==> src/rtl/fsm_cnt_dw.sv <==
// Run/done controller: a start pulse latches a cycle count, the block counts it
// out in RUN (with hold and abort), then emits a single-cycle done pulse.
module fsm_cnt_dw #(
    parameter int CNT_WIDTH = 8
) (
    input  logic                 clk,
    input  logic                 reset,
    input  logic                 i_run,
    input  logic [CNT_WIDTH-1:0] i_num_cnt,
    input  logic                 i_hold,
    input  logic                 i_abort,
    output logic                 o_idle,
    output logic                 o_running,
    output logic                 o_done,
    output logic                 o_err,
    output logic [CNT_WIDTH-1:0] o_cnt
);

    typedef enum logic [1:0] {
        S_IDLE = 2'b00,
        S_RUN  = 2'b01,
        S_DONE = 2'b10
    } state_t;

    state_t               c_state;
    state_t               n_state;
    logic [CNT_WIDTH-1:0] cnt;
    logic [CNT_WIDTH-1:0] num;
    logic                 start_ok;
    logic                 start_zero;
    logic                 terminal;

    assign start_ok   = i_run && (i_num_cnt != '0);
    assign start_zero = i_run && (i_num_cnt == '0);
    assign terminal   = (cnt == (num - CNT_WIDTH'(1)));

    always_comb begin
        n_state = c_state;
        case (c_state)
            S_IDLE: begin
                if (start_ok) begin
                    n_state = S_RUN;
                end
            end
            S_RUN: begin
                // abort beats hold, and hold beats terminal count
                if (i_abort) begin
                    n_state = S_IDLE;
                end else if (i_hold) begin
                    n_state = S_RUN;
                end else if (terminal) begin
                    n_state = S_DONE;
                end
            end
            S_DONE: begin
                n_state = S_IDLE;
            end
            default: begin
                n_state = S_IDLE;
            end
        endcase
    end

    always_ff @(posedge clk) begin
        if (reset) begin
            c_state <= S_IDLE;
            cnt     <= '0;
            num     <= '0;
            o_err   <= 1'b0;
        end else begin
            c_state <= n_state;
            o_err   <= (c_state == S_IDLE) && start_zero;
            case (c_state)
                S_IDLE: begin
                    cnt <= '0;
                    if (start_ok) begin
                        num <= i_num_cnt;
                    end
                end
                S_RUN: begin
                    if (i_abort) begin
                        cnt <= '0;
                    end else if (i_hold) begin
                        cnt <= cnt;
                    end else if (terminal) begin
                        cnt <= '0;
                    end else begin
                        cnt <= cnt + CNT_WIDTH'(1);
                    end
                end
                default: begin
                    cnt <= '0;
                end
            endcase
        end
    end

    assign o_idle    = (c_state == S_IDLE);
    assign o_running = (c_state == S_RUN);
    assign o_done    = (c_state == S_DONE);
    assign o_cnt     = (c_state == S_RUN) ? cnt : '0;

endmodule

==> config.mk <==
export PLATFORM = sky130hd
export DESIGN_NAME = fsm_cnt_dw
export DESIGN_NICKNAME = d
export VERILOG_FILES = /design/src/rtl/fsm_cnt_dw.sv
export SDC_FILE = /design/constraint.sdc
export NUM_CORES = 1
export LEC_CHECK = 0
export BUFFER_PORTS_ARGS = -buffer_cell sky130_fd_sc_hd__buf_2
export CAP_MARGIN = 15
export CORE_ASPECT_RATIO = 0.9
export CORE_MARGIN = 3
export CORE_UTILIZATION = 35
export DETAILED_ROUTE_END_ITERATION = 8
export SETUP_SLACK_MARGIN = 0.3
export SYNTH_ARGS = -nofsm -noshare
export SYNTH_HDL_FRONTEND = slang
export SYNTH_SLANG_ARGS = --single-unit
==> constraint.sdc <==
create_clock -name clk -period 6 [get_ports clk]
set_input_delay 0.3 -clock clk [delete_from_list [all_inputs] [get_ports clk]]
set_output_delay 0.3 -clock clk [all_outputs]
set_load 0.01 [all_outputs]
[Yosys cells after proc, flatten, opt, wreduce, memory -nomap -nowiden]
Index checks and enable logic that the tools add are counted.
Cells by class
  add/subtract/negate cells: 2
  eq/ne operators: 5
  muxes and demuxes: 7
  bitwise logic cells: 1
  reductions and logical operators: 9
Operator list (count)
  2-to-1 mux 8 bit: 2
  adder 8 x 1 -> 8 bit, second input constant: 1
  equality test 8 bit: 1
  zero test 8 bit: 1
  2-to-1 mux 2 bit: 4
  nonzero test 8 bit: 1
  subtractor 8 x 1 -> 8 bit, second input constant: 1
  != test 4 x 3 -> 1 bit, second input constant: 1
  one-hot mux 2 bit (2 select lines): 1
  AND reduction 2 bit: 2
  logical AND 1 bit: 3
  OR reduction 3 bit: 1
  equality test 2 x 1 -> 1 bit, second input constant: 1
  equality test 2 bit, second input constant: 1
  zero test 2 bit: 1
  != test 2 x 1 -> 1 bit, second input constant: 1
  inverter 1 bit: 1
Word-level totals
  flip-flop bits (word level): 19
  bits of input ports: 13
  word-level logic and storage cells: 28

[Logic depth before layout (Yosys ltp)]
Gate-level depths: netlist (run 1).
  depth after elaboration: 6
  mapped depth: 8

[Worst setup path before layout (run 1)]
OpenSTA, ideal clock, no wires.
  path kind: reg-to-reg
  from: register num[0]
  to: register cnt[0]
  data arrival time: 1831 ps
  required time: 5875 ps
  path slack: 4044 ps
  stages on the path, launching flop included: 9
  path buffers: 1
  clock period less this slack: 1956 ps
  cell sequence: dfxtp_1 > inv_1 > ha_1 > buf_2 > o21bai_1 > a211oi_1 > o21ai_1 > and2_1 > o41a_1
On the way
  cells in the longest elaborated chain, start to end: 3
RTL lines
  start, declared: RTL line 28  | logic [CNT_WIDTH-1:0] num;
  start signal, assigned: RTL line 77  | num <= i_num_cnt;
  subtractor 8 x 1 -> 8 bit: RTL line 35  | assign terminal = (cnt == (num - CNT_WIDTH'(1)));
  equality test 8 bit: RTL line 35
  2-to-1 mux 8 bit: RTL line 85  | end else if (terminal) begin
  end signal, assigned: RTL line 84  | cnt <= cnt;
  end signal, assigned: RTL line 88  | cnt <= cnt + CNT_WIDTH'(1);
  end, declared: RTL line 27  | logic [CNT_WIDTH-1:0] cnt;
No other way between the ends.
A chain may end at the register's enable or synchronous reset.

[Worst setup path in the final report (run 1)]
  from: register num[0]
  to: register cnt[6]
The elaborated chain is that of the path after synthesis.

==> results of run 1 <==
[area by class of cell]
| cell class | instances | area share, % |
|---|---|---|
| multi-input combinational | 108 | 54.7 |
| sequential | 19 | 27.7 |
| timing repair buffer | 24 | 8.75 |
| tap | 42 | 3.83 |
| clock buffer | 3 | 3.01 |
| inverter | 6 | 1.64 |
| clock inverter | 1 | 0.365 |
[layer usage]
layer	vias up	track usage, %
met1	512	19.6
met4	0	6.07
met2	30	22.4
li1	535	-
met5	-	0
met3	4	3.89
[logic make-up after synthesis]
logic type | count (synthesis) | share of synthesized area (%)
flops | 19 | 32.3
compound gates | 20 | 14.6
xor+xnor | 16 | 11.9
fa+ha+maj | 2 | 2.13
simple gates | 65 | 31.0
mux | 5 | 4.26
buf+inv | 11 | 3.83
[registers in the layout, indices dropped and copies added (netlist names)]
register  flops
c_state       2
cnt           8
num           8
o_err         1
[path summary, 6_finish.rpt]
check	startpoint	end	slack, ns	depth (start not counted)
max	num[0]$_SDFFE_PP0P_	cnt[6]$_SDFFE_PP0N_	3.90	7
min	i_num_cnt[2]	num[2]$_SDFFE_PP0P_	0.29	3
max reg2reg	num[0]$_SDFFE_PP0P_	cnt[6]$_SDFFE_PP0N_	3.90	7
min reg2reg	num[7]$_SDFFE_PP0P_	num[7]$_SDFFE_PP0P_	0.55	2
[cell usage in the layout, fill, tap and decap left out, types with 2 or more instances in the layout]
| cell type | count |
|---|---|
| buf_2 | 24 |
| clkbuf_8 | 3 |
| dfxtp_1 | 19 |
| nor2b_1 | 3 |
| a21oi_1 | 6 |
| inv_1 | 6 |
| and2_1 | 9 |
| mux2i_1 | 5 |
| a211oi_1 | 2 |
| xor2_1 | 10 |
| nor3_1 | 9 |
| ha_1 | 2 |
| nor4_1 | 3 |
| nand4b_1 | 2 |
| nand4_1 | 2 |
| nor2_1 | 17 |
| nand2_1 | 7 |
| nand2b_1 | 3 |
| xnor2_1 | 6 |
| o32ai_1 | 2 |
[per-stage QoR]
step	power, mW	std cells
finish	0.280	203
global route	0.296	203
CTS	0.283	203
detailed placement	0.190	199
global placement	0.189	199
floorplan	0.177	138
[critical path, delay by kind of cell (launching register included)]
kind            cells  cell delay [ns]
compound gates      2             0.76
fa+ha+maj           1             0.30
buf+inv             2             0.17
flops               1             0.35
simple gates        2             0.38
[report_power, final]
part           total, mW  internal [mW]  switching [mW]  leakage, nW
logic             0.0509         0.0221          0.0287        0.384
clock network     0.0928         0.0463          0.0465       0.0255
registers          0.137          0.130         0.00657        0.155
total              0.280          0.199          0.0818        0.564
==> run_results.csv, run 1 <==
group,metric,value,unit
run_status,status,"finished clean",
critical_path,crit_path_frequent_cell,"inv_1",
synthesis,syn_nets,153,
clocking,clkTransAtPathRegs,0.08,ns
pwr,power.leakage,0.564,nW
global_routing,track_usage,14.6,%
detailed_routing,wl_per_cell,13.6,um
synthesis,synthArstFlopShare,0,%
clocking,cts_resized,0,
critical_path,cp.required,6.13,ns
clocking,root_buffer,"clkbuf_8",
layout,regArea,380,um2
synthesis,synth_ff_type,"dfxtp_1",
clocking,clk_path_buf_depth,2,
detailed_routing,wl_met2,1.19,mm
placement,dp_hpwl,2.09,mm
job,max_cap_viol_count,0,
floorplanning,initial_core_util,37.5,%
placement,gp_congestion,0.846,
synthesis,syn_inst,138,
clocking,cts_tree,"built",
timing,finalWorstSetupSlack,3.90,ns
timing,period_needed,2.10,ns
global_routing,grt_pass1_wl,4.44,mm
critical_path,critical_path.max_fanout,7,
clocking,clock_latency,0.26,ns
global_routing,antenna_found_initial,0,
synthesis,synth-edff-count,0,
pwr,powerDensity,204,nW/um2
synthesis,ys_seq_area_share,32.3,%
pwr,ir_drop,0.0000852,V
global_routing,overflow,0,
detailed_routing,met1_length,1.37,mm
timing,rsz0062_at_grt,"false",
clocking,cts_buffers,3,
global_routing,first_global_vias,950,
synthesis,yosys_warnings,0,
critical_path,slowest_stage,"a2111oi_4",
floorplanning,core-area,3140,um2
detailed_routing,dr.pass1.iters,4,
placement,portBuffers,24,
synthesis,syn_avg_cell_area,8.52,um2
critical_path,end_kind,"flop",
critical_path,worstSetupPathType,"reg2reg",
timing,hold_viol,0,
critical_path,critical-path-max-stage-delay,0.55,ns
detailed_routing,final_antenna_net_count,0,
placement,dpl_cell_area,1330,um2
layout,area_delta_synth_final,16.7,%
critical_path,start_kind,"flop",
detailed_routing,wl,2.76,mm
floorplanning,rows,19,
clocking,htreeDepth,1,
synthesis,synth.distinct_cells,40,
synthesis,netlist_area,1180,um2
timing,maxSlewHeadroom,49.3,%
critical_path,crit_chain,"inv_1, ha_1, inv_1, o31ai_1, nand4b_1, a2111oi_4, nor3_1",
clocking,post_cts_buffers,0,
clocking,hold_buffers,0,
timing,finalSetupViolCount,0,
detailed_routing,drtIter0Drc,61,
floorplanning,die-area,4090,um2
floorplanning,ioPinCount,25,
synthesis,ys_top_cells_by_count,"dfxtp_1 (19), nor2_1 (17), xor2_1 (10)",
layout,fin_nets,177,
layout,drive_gt1_share,21.7,%
synthesis,ys_ff_latch,19,
timing,worstMarginPinSlew,0.754,ns
floorplanning,die_w,67.1,um
layout,fin_area,1370,um2
synthesis,yosysMostFrequentCell,"dfxtp_1",
detailed_routing,vias_per_cell,5.33,
timing,fmax,477,MHz
timing,skew,0.00358,ns
detailed_routing,drc,0,
synthesis,yosys-top-cells-area,"dfxtp_1 (32%), xor2_1 (7.4%), nor2_1 (5.4%), and2_1 (4.8%), xnor2_1 (4.5%)",
critical_path,arrival,2.23,ns
floorplanning,die_h,61.0,um
clocking,clock_sinks,19,
layout,nFillCells,325,
detailed_routing,routed.top_layer,"met4",
timing,holdWs,0.285,ns
detailed_routing,dr_wl_met3,166,um
detailed_routing,via_count,1081,
synthesis,yosysTopAreaCellShare,32.3,%
layout,final_util,43.7,%
synthesis,yosys.area.top_type,"dfxtp_1",
timing,min_period_over_period,35.0,%
global_routing,grt_max_degree,12,
layout,multi_input_area,751,um2
timing,finalSetupTns,0,ns
placement,post-place-ws,3.95,ns
layout,diodes,0,
timing,slew_violations,0,
hold_path,hold_class,"in2reg",
Note: power is estimated with default switching activity, not from simulation.
==> run 2: changes to the inputs <==
--- a/config.mk
+++ b/config.mk
@@ -5,6 +5,7 @@
 export SDC_FILE = /design/constraint.sdc
 export NUM_CORES = 1
 export LEC_CHECK = 0
+export ABC_AREA = 1
 export BUFFER_PORTS_ARGS = -buffer_cell sky130_fd_sc_hd__buf_2
 export CAP_MARGIN = 15
 export CORE_ASPECT_RATIO = 0.9
==> constraint.sdc (replaced) <==
create_clock -name clk -period 1.9 [get_ports clk]
set_input_delay 0.095 -clock clk [delete_from_list [all_inputs] [get_ports clk]]
set_output_delay 0.095 -clock clk [all_outputs]
set_load 0.01 [all_outputs]
==> run_results.csv, run 2 <==
group,metric,value,unit
timing,finalSetupViolCount,0,
pwr,switchingPower,0.320,mW
pwr,power.leakage,0.731,nW
global_routing,first_global_vias,1173,
clocking,hold_buffers,0,
pwr,internal-power,0.666,mW
floorplanning,die_h,62.0,um
pwr,netSwitchingFraction,32.4,%
synthesis,synth-edff-count,0,
floorplanning,ioPinCount,25,
synthesis,synthArstFlopShare,0,%
layout,final_common_cell,"nand2_1",
detailed_routing,drtIter0Drc,42,
layout,fin_nets,247,
pwr,ir_drop,0.000322,V
clocking,clkTransAtPathRegs,0.07,ns
pwr,power_frac_seq,44.3,%
hold_path,worstHoldStart,"i_num_cnt[5]",
detailed_routing,vias_per_cell,4.73,
clocking,cts_tree,"built",
critical_path,cp.required,2.06,ns
synthesis,netlist_area,1220,um2
layout,fin_area,1530,um2
layout,top_regs,"cnt: 8 flops, num: 8 flops, c_state: 2 flops",
critical_path,critical_path.max_fanout,4,
synthesis,yosys.area.top_type,"dfxtp_1",
clocking,cts_buffers,3,
floorplanning,die_w,68.2,um
detailed_routing,wl_per_cell,11.3,um
timing,slew_violations,0,
hold_path,hold_end,"num[5]$_SDFFE_PP0P_",
placement,portBuffers,24,
detailed_routing,drc,0,
timing,fmax,596,MHz
run_status,status,"finished clean",
floorplanning,rows,19,
floorplanning,die-area,4230,um2
global_routing,antenna_found_initial,0,
critical_path,reg2reg_to,"cnt[4]$_SDFFE_PP0N_",
critical_path,end_kind,"flop",
global_routing,overflow,0,
detailed_routing,via_count,1292,
layout,diodes,0,
synthesis,ys_seq_area_share,31.2,%
timing,finalWorstSetupSlack,0.223,ns
placement,dpl_cell_area,1380,um2
synthesis,yosysMostFrequentCell,"nor2_1",
layout,nFillCells,370,
layout,final_cell_mix,"nand2_1 (38), nor2_1 (37), inv_1 (29)",
synthesis,ys_top_cells_by_count,"nor2_1 (43), nand2_1 (40), inv_1 (31)",
detailed_routing,final_antenna_net_count,0,
critical_path,worstSetupPathType,"reg2reg",
clocking,clock_sinks,19,
detailed_routing,wl,3.09,mm
synthesis,syn_nets,214,
critical_path,reg2reg_slack,0.22,ns
timing,period_needed,1.68,ns
timing,min_period_over_period,88.2,%
pwr,powerDensity,644,nW/um2
layout,fin_cells,273,
timing,rsz0062_at_grt,"true",
synthesis,yosys_warnings,0,
synthesis,synth_ff_type,"dfxtp_1",
synthesis,syn_inst,199,
pwr,pwr-share-clk,29.4,%
pwr,power_frac_comb,26.3,%
critical_path,start_kind,"flop",
timing,hold_viol,0,
synthesis,synth.distinct_cells,22,
hold_path,hold_class,"in2reg",
clocking,htreeDepth,1,
critical_path,r2r_start,"num[0]$_SDFFE_PP0P_",
placement,post-place-ws,0.0598,ns
synthesis,ys_ff_latch,19,
placement,placedCellCount,264,
global_routing,track_usage,16.6,%
timing,finalSetupTns,0,ns
clocking,root_buffer,"clkbuf_8",
placement,dp_hpwl,2.39,mm
floorplanning,core-area,3190,um2
layout,drive_gt1_share,24.7,%
critical_path,arrival,1.83,ns
synthesis,yosys-top-cells-area,"dfxtp_1 (31%), nor2_1 (13%), nand2_1 (12%), inv_1 (9.5%), nand3_1 (8.2%)",
floorplanning,initial_core_util,38.3,%
timing,worstMarginPinSlew,0.352,ns
clocking,clock_latency,0.26,ns
clocking,clk_path_buf_depth,2,
timing,skew,0.00429,ns
global_routing,grt_max_degree,15,
synthesis,syn_avg_cell_area,6.12,um2
layout,area_delta_synth_final,25.7,%
job,max_cap_viol_count,0,
synthesis,yosysTopAreaCellShare,31.2,%
layout,final_util,48.1,%
global_routing,grt_pass1_wl,5.17,mm
placement,gp_congestion,0.838,
detailed_routing,dr.pass1.iters,4,
timing,maxSlewHeadroom,76.5,%
hold_path,hold-path-cell-count,3,
critical_path,rr_worst_depth,13,
[run 2: cell types whose count changed in the layout (fill, tap and decap cells not counted), moves of 4 or more]
| cell | previous run | this run |
|---|---|---|
| o21ai_0 | 1 | 10 |
| inv_1 | 6 | 29 |
| nor3_1 | 9 | 1 |
| nor2_1 | 17 | 37 |
| mux2i_1 | 5 | 0 |
| nand2_2 | 0 | 4 |
| xnor2_1 | 6 | 1 |
| and2_1 | 9 | 0 |
| buf_4 | 0 | 5 |
| nand2_1 | 7 | 38 |
| nand3_1 | 1 | 18 |
| nor2_2 | 0 | 7 |
[run 2: how the worst max path moves through the flow]
stage	start	endpoint	slack, ns	cells after the start
after floorplan	num[0]$_SDFFE_PP0P_	cnt[0]$_SDFFE_PP0N_	0.32	13
after global placement	num[0]$_SDFFE_PP0P_	cnt[0]$_SDFFE_PP0N_	0.11	13
after detailed placement	num[0]$_SDFFE_PP0P_	cnt[0]$_SDFFE_PP0N_	0.06	13
after CTS	num[0]$_SDFFE_PP0P_	cnt[0]$_SDFFE_PP0N_	0.16	13
after global routing	num[0]$_SDFFE_PP0P_	cnt[6]$_SDFFE_PP0N_	0.09	13
final	num[0]$_SDFFE_PP0P_	cnt[4]$_SDFFE_PP0N_	0.22	13
[run 2: critical path: stages, from the launching register on]
cell and delay [ns]:
dfxtp_2 0.35, inv_4 0.04, ha_4 0.26, inv_2 0.03, nand2_2 0.05, nand2_2 0.05, nor2_2 0.09, nand2_1 0.07
nor2_2 0.11, nand2_1 0.07, nor2_2 0.10, nand2_2 0.10, o21ai_4 0.19, nor2_1 0.07
[run 2: per-stage QoR]
stage | hold slack [ns] | power (mW)
6_report | 0.0720 | 0.986
5_1_grt | 0.0805 | 1.05
4_1_cts | 0.0682 | 0.983
3_5_place_dp | 0.343 | 0.664
3_3_place_gp | 0.337 | 0.668
2_1_floorplan | 0.172 | 0.606
[run 2: final cells by class]
type	count	area [um2]	area share, %
inverter	33	126	8.25
sequential	19	383	25.0
clock buffer	4	45.0	2.94
timing repair buffer	29	158	10.3
tap	42	52.6	3.43
multi-input combinational	146	767	50.1
[run 2: cells by family (layout without fill, tap and decap cells)]
logic type                 count (synthesis)  after routing  share of synthesized area [%]
DFF                                       19             19                           31.2
buffers and inverters                     34             66                           11.1
adders and majority gates                  2              2                           2.05
xor gates and xnor gates                   8              8                           5.75
and+or+nand+nor                          115            115                           40.8
AOI/OAI and AO/OA                         21             21                           9.14
[run 2: power groups by stage]
stage	registers [mW]	clock network, mW	logic [mW]
6_report	0.437	0.290	0.259
5_1_grt	0.440	0.316	0.298
4_1_cts	0.436	0.301	0.246
3_5_place_dp	0.444	0	0.221
3_3_place_gp	0.444	0	0.224
2_1_floorplan	0.439	0	0.167
[run 2: timing repair]
item / in CTS / in global routing
buffers inserted: 4 / 1
hold endpoints to repair: 0 / 0
pin swaps: 15 / 13
gates resized for setup: 12 / 10
endpoints found under the setup margin: 10 / 11
[run 2: per-layer routing]
metal,global-route usage [%],wire (um),up-vias
li1,-,-,686
met1,22.3,1480,572
met2,26.2,1410,29
met3,2.88,135,5
met4,7.65,55,0
met5,0,0,-
